<file path="src/rtl/ex_operand_stage.sv">
// ex_operand_stage: ID/EX boundary register with EX/MEM operand forwarding,
// immediate select and one-bubble load-use hazard insertion.
module ex_operand_stage #(
    parameter int REG_FILE_WIDTH = 32,
    parameter int REG_ADDR_W     = 5,
    parameter int CNT_W          = 16
) (
    input  logic                      clk,
    input  logic                      rst_n,
    input  logic                      dec_valid,
    output logic                      dec_ready,
    input  logic [5:0]                dec_op,
    input  logic [REG_ADDR_W-1:0]     dec_rd,
    input  logic [REG_ADDR_W-1:0]     dec_rs1,
    input  logic [REG_ADDR_W-1:0]     dec_rs2,
    input  logic                      dec_use_rs1,
    input  logic                      dec_use_rs2,
    input  logic [REG_FILE_WIDTH-1:0] dec_rs1_val,
    input  logic [REG_FILE_WIDTH-1:0] dec_rs2_val,
    input  logic                      dec_use_imm,
    input  logic [REG_FILE_WIDTH-1:0] dec_imm,
    input  logic                      dec_is_load,
    input  logic [REG_FILE_WIDTH-1:0] fwd_ex_result,
    input  logic                      mem_valid,
    input  logic                      mem_wen,
    input  logic [REG_ADDR_W-1:0]     mem_rd,
    input  logic [REG_FILE_WIDTH-1:0] mem_result,
    input  logic                      flush,
    input  logic                      ex_ready,
    output logic                      ex_valid,
    output logic [5:0]                ex_op,
    output logic [REG_FILE_WIDTH-1:0] ex_x,
    output logic [REG_FILE_WIDTH-1:0] ex_y,
    output logic [REG_ADDR_W-1:0]     ex_rd,
    output logic                      ex_wen,
    output logic                      ex_is_load,
    output logic [CNT_W-1:0]          bubble_cnt
);
    logic                      hazard, ex_hit, mem_hit;
    logic [REG_FILE_WIDTH-1:0] x_fwd, y_fwd;

    // A load's data only exists in MEM, so EX forwarding excludes loads.
    assign ex_hit  = ex_valid & ex_wen & ~ex_is_load;
    assign mem_hit = mem_valid & mem_wen;

    assign hazard = dec_valid & ex_valid & ex_is_load & ex_wen &
                    ((dec_use_rs1 & (dec_rs1 == ex_rd)) |
                     (dec_use_rs2 & ~dec_use_imm & (dec_rs2 == ex_rd)));

    assign dec_ready = flush | (ex_ready & ~hazard);

    assign x_fwd = (dec_rs1 == '0)                  ? '0 :
                   (ex_hit & (ex_rd == dec_rs1))    ? fwd_ex_result :
                   (mem_hit & (mem_rd == dec_rs1))  ? mem_result : dec_rs1_val;

    assign y_fwd = dec_use_imm                      ? dec_imm :
                   (dec_rs2 == '0)                  ? '0 :
                   (ex_hit & (ex_rd == dec_rs2))    ? fwd_ex_result :
                   (mem_hit & (mem_rd == dec_rs2))  ? mem_result : dec_rs2_val;

    always_ff @(posedge clk or negedge rst_n) begin
        if (!rst_n) begin
            ex_valid   <= 1'b0;
            ex_op      <= '0;
            ex_x       <= '0;
            ex_y       <= '0;
            ex_rd      <= '0;
            ex_wen     <= 1'b0;
            ex_is_load <= 1'b0;
            bubble_cnt <= '0;
        end else if (flush) begin
            ex_valid <= 1'b0;
        end else if (ex_ready) begin
            if (hazard) begin
                ex_valid <= 1'b0;
                if (~&bubble_cnt) bubble_cnt <= bubble_cnt + CNT_W'(1);
            end else begin
                ex_valid   <= dec_valid;
                ex_op      <= dec_op;
                ex_x       <= x_fwd;
                ex_y       <= y_fwd;
                ex_rd      <= dec_rd;
                ex_wen     <= dec_rd != '0;
                ex_is_load <= dec_is_load;
            end
        end
    end
endmodule

</file>
<file path="config.mk">
export PLATFORM = sky130hd
export DESIGN_NAME = ex_operand_stage
export DESIGN_NICKNAME = d
export VERILOG_FILES = /design/src/rtl/ex_operand_stage.sv
export SDC_FILE = /design/constraint.sdc
export NUM_CORES = 1
export LEC_CHECK = 0
export CORE_MARGIN = 2
export CORE_UTILIZATION = 41
export DETAILED_ROUTE_END_ITERATION = 6
export GPL_TIMING_DRIVEN = 0
export HOLD_SLACK_MARGIN = 0.03
export PLACE_DENSITY = 0.82
export SLEW_MARGIN = 25
export SYNTH_ARGS = -nofsm -noshare
export SYNTH_HDL_FRONTEND = slang
export SYNTH_SLANG_ARGS = --single-unit
export TNS_END_PERCENT = 5
</file>
<file path="constraint.sdc">
create_clock -name clk -period 2.1 [get_ports clk]
set_clock_uncertainty 0.05 [all_clocks]
set_input_delay 0.42 -clock clk [delete_from_list [all_inputs] [get_ports clk]]
set_output_delay 0.42 -clock clk [all_outputs]
set_load 0.02 [all_outputs]
</file>
; Yosys cells after proc, flatten, opt, wreduce, memory -nomap -nowiden
; Index checks and enable logic that the tools add are counted.
[totals]
reg_bits = 94
latch_bits = 0
mem_bits_rw = 0
romBits = 0
inputBits = 197
n_memories = 0
[classes]
add_sub_neg = 1
multipliers = 0
div = 0
magnitude_cmp = 0
n_eq_ne = 6
shifts = 0
mux = 10
bitwise = 22
n_reduce_logical = 7
[op_table]
columns = cell, count
row1 = 32-bit two-way mux, 7
row2 = 5-bit equality test, 6
row3 = 16-bit by 1-bit adder with 16-bit output (second input constant), 1
row4 = 16-bit AND reduction, 1
row5 = 1-bit bitwise AND, 15
row6 = 5-bit logical NOT, 2
row7 = 1-bit inverter, 5
row8 = 5-bit nonzero test, 1
row9 = 4-bit AND reduction, 1
row10 = 1-bit two-way mux, 3
row11 = 3-bit AND reduction, 1
row12 = 1-bit bitwise OR, 2
row13 = 2-bit nonzero test, 1

; Longest topological paths before layout
[depth]
depth_word = 8
depth_mapped = 8
depth_no_buf = 7

; Worst setup path after synthesis
; No wires, ideal clock.
[synth_timing]
kind = register -> output
startpoint = register ex_rd[2]
endpoint = output dec_ready
arrival_ps = 1678
required_time_ps = 1630
path_slack_ps = -48
path_stages_with_launch = 8
path_cell_list = dfrtp_1 > xnor2_1 > nand3_1 > nor2_1 > or2_2 > buf_2 > nand2_1 > a21o_1
[synth_between]
elab_chain_len = 7
word_cells_on_any_way = 9
classes_between = 2 x eq/ne / 7 x bitwise
[synth_rtl]
columns = element, line_no
row1 = from (decl), 34  ; output logic [REG_ADDR_W-1:0] ex_rd,
row2 = from (signal assigned), 82  ; ex_rd <= dec_rd;
row3 = "5-bit equality test, on equally long branches", "47, 48"
row4 = "1-bit bitwise AND, on equally long branches", "47, 48"
row5 = 1-bit bitwise OR (*), 47  ; ((dec_use_rs1 & (dec_rs1 == ex_rd)) |
row6 = 1-bit bitwise AND (*), 46  ; assign hazard = dec_valid & ex_valid & ex_is_load & ex_wen &
row7 = 1-bit inverter (no line) (*), --
row8 = 1-bit bitwise AND (*), 50  ; assign dec_ready = flush | (ex_ready & ~hazard);
row9 = 1-bit bitwise OR (*), 50
row10 = to (decl), 11  ; output logic dec_ready,
; Every way passes the cells marked *; elsewhere a longest branch is shown, timed or not.

; Worst setup path in the final report
[layout_timing]
startpoint = register ex_rd[3]
endpoint = output dec_ready
; The elaborated chain is that of the path after synthesis.

==> impl_metrics.ini <==
[status]
outcome = finished, violations left
violations = setup timing

[synth]
synth_seq_area_share_pct = 41.0
synth_cells = 712
synth_area_um2 = 5740
synth_nets = 910
yosys_warnings = 0
ys_types = 45
syn_area_per_cell_um2 = 8.06
synth-seq-cells = 94

[global_routing]
overflow = 0
antenna_found_initial = 0
grt_pass1_vias = 6403
grt_max_degree = 58
grt_usage_pct = 30.3
grt_pass1_wl_mm = 34.4

[clock_tree]
path_clk_slew_ns = 0.07
worstSkewPairLatency_ns = 0.35
clk_root_buffer_cell = clkbuf_16
htree_levels = 3
clock-sinks = 94
cts.path.max_buffers = 2
cts_tree = yes
cts_buffers = 9

[power_and_ir_drop]
power_density_nw_per_um2 = 600
peakVddDrop_mv = 0.417
finalPower_mw = 5.80
power.leakage_nw = 4.17

[worst_setup_path]
start_kind = register
rr_worst_depth = 9
cp_max_fo = 3
arrival_ns = 1.96
criticalPathCategory = reg -> out
reg2reg_slack_ns = -0.22
critPathCaptureType = output port
required_ns = 1.63

[detailed_routing]
wl_met3_mm = 1.84
met1Wirelength_mm = 9.09
drt-total-wl_mm = 23.3
antenna_left = 0
post_drt_wl_per_cell_um = 19.2
vias_per_cell = 5.49
dr_total_vias = 6656
route.met2.wl_mm = 11.4
firstDrtPassIters = 5
top_layer_used = met4
drc_errors = 0
drtIter0Drc = 490

[placed_design]
place.gp.congestion = 0.859
dpl.cell_count = 1183
post-place-ws_ns = -1.08
placedInstanceArea_um2 = 8900
dpl.hpwl_mm = 17.2
portBuffers = 290

[sta]
worst_slew_pin_slew_ns = 0.682
fin_setup_tns_ns = -7.95
hold_violations = 0
setup_ws_ns = -0.330
drv_slew = 0
hold_ws_ns = 0.426
rsz0062_at_grt = true
slew_headroom_pct = 54.5
fmax_ghz = 0.411
setup_viol = 75
period_share_pct = 116
min_period_ns = 2.43

[layout]
drive_gt1_share_pct = 12.0
antennaDiodeCount = 0
fin_cells = 1213
fin_area_um2 = 9670
postLayoutCoreUtil_pct = 70.2
nNetsFinal = 1226
areaGrowthSynthToFinish_pct = 68.4

[floorplan]
start_util_pct = 41.7
die_h_um = 122
num_rows = 43
core_um2 = 13800
io_pins = 292
die_x_um = 122
die_area_um2 = 15000

[hold_path]
hp-class = reg -> reg
min_path_cells = 2

[run]
maxCapViolations = 0
## worst max-delay path, cell delays in order (launching register included)
cell	delay, ns
dfrtp_1	0.44
xnor2_1	0.28
nand3_2	0.18
nor2_4	0.13
or2_4	0.13
buf_6	0.09
nand2_2	0.04
a21o_1	0.19
buf_6	0.13
## Yosys cell counts, drive strengths merged
library cell    n  share of area, %
nand2         268                18
mux2            1              0.20
nor3            5              0.44
nand3           9              0.87
and3           38               4.1
a2111oi         1              0.15
dlygate4sd1     2              0.31
dfrtp          94                41
inv             3              0.20
o41ai           1              0.48
a21o            2              0.26
nor2           43               2.8
o21ai          34               3.2
or2             1              0.11
nand2b          2              0.22
xnor2          25               3.8
buf            25               3.3
o31ai          32               5.1
nor2b           1              0.11
clkbuf         23               2.0
a31oi          34               3.8
a21oi           2              0.37
nor3b           1              0.13
ha              1              0.22
nand4          12               1.3
or4             3              0.46
a22o            1              0.15
and2            1              0.11
dlymetal6s2s    2              0.44
xor2           10               1.5
and4            1              0.15
nor4            2              0.33
o22a           32               4.9
## report_power, final
| group | internal (mW) | switching, mW |
|---|---|---|
| combinational | 0.983 | 0.855 |
| clock | 1.05 | 0.762 |
| sequential | 2.01 | 0.137 |
| total | 4.04 | 1.75 |
## worst paths after layout
kind	start	to
setup / recovery	ex_rd[3]	dec_ready
hold / removal	ex_op[3]	ex_op[3]
setup reg to reg	ex_rd[0]	ex_y[24]
hold reg to reg	ex_op[3]	ex_op[3]
max in group asynchronous	rst_n	ex_y[19]
min in group asynchronous	rst_n	ex_y[7]
## metal layers
layer / vias to the layer above / global-route usage [%]
li1: 3074 / -
met4: 0 / 14.4
met5: - / 0
met3: 68 / 6.83
met2: 324 / 51.1
met1: 3190 / 36.6
## state kept, by name, indices dropped and copies added, names as in the netlist
signal and cells:
ex_rd 5, ex_x 32, ex_valid 1, ex_is_load 1
ex_y 32, bubble_cnt 16, ex_op 6, ex_wen 1
## logic make-up (layout without fill, tap and decap cells)
logic type / count (synthesis) / count (layout) / synth area share [%]
AO/OA/AOI/OAI: 139 / 139 / 18.3
XOR/XNOR: 35 / 35 / 5.34
adder cells (fa/ha/maj): 1 / 1 / 0.218
buffers and inverters: 55 / 376 / 6.25
flip-flops: 94 / 94 / 41.0
multiplexers: 1 / 1 / 0.196
AND/OR/NAND/NOR: 387 / 387 / 28.7
## cells in the final DEF, fill, tap and decap left out, types with 3 or more instances in the layout
cell and instances:
clkdlybuf4s50_1 274, nand2_1 266, dfrtp_1 92, nor2_1 41, and3_1 38, o22a_1 32
a31oi_1 31, o31ai_1 22, xnor2_1 18, o21ai_1 17, buf_4 17, buf_6 14
dlygate4sd2_1 14, clkbuf_1 12, nand4_1 12, o21ai_2 12, xor2_1 10, clkbuf_16 10
o31ai_2 10, xnor2_2 7, nand3_1 7, buf_8 6, clkbuf_8 5, clkbuf_2 4
nor3_1 3, inv_1 3, o21ai_0 3
## area by class of cell
type,instances,area [um2]
fillers,1155,4100
multi-input cells,563,3230
repair buffers,306,3050
flip-flops and latches,94,2350
plain buffers,51,477
clock buffers,9,225
well taps,180,225
clock inverters,7,97.6
inverters,3,11.3
## repair_timing
| action | in CTS | in global routing |
|---|---|---|
| setup endpoints to repair | 80 | 84 |
| hold endpoints to repair | 37 | 0 |
| gates resized for setup | 91 | 19 |
| hold buffers | 1 | 0 |
| setup buffers | 13 | 0 |
| pin swaps | 28 | 5 |
| cloned | 1 | 0 |
Power figures use the tool's default switching activity.
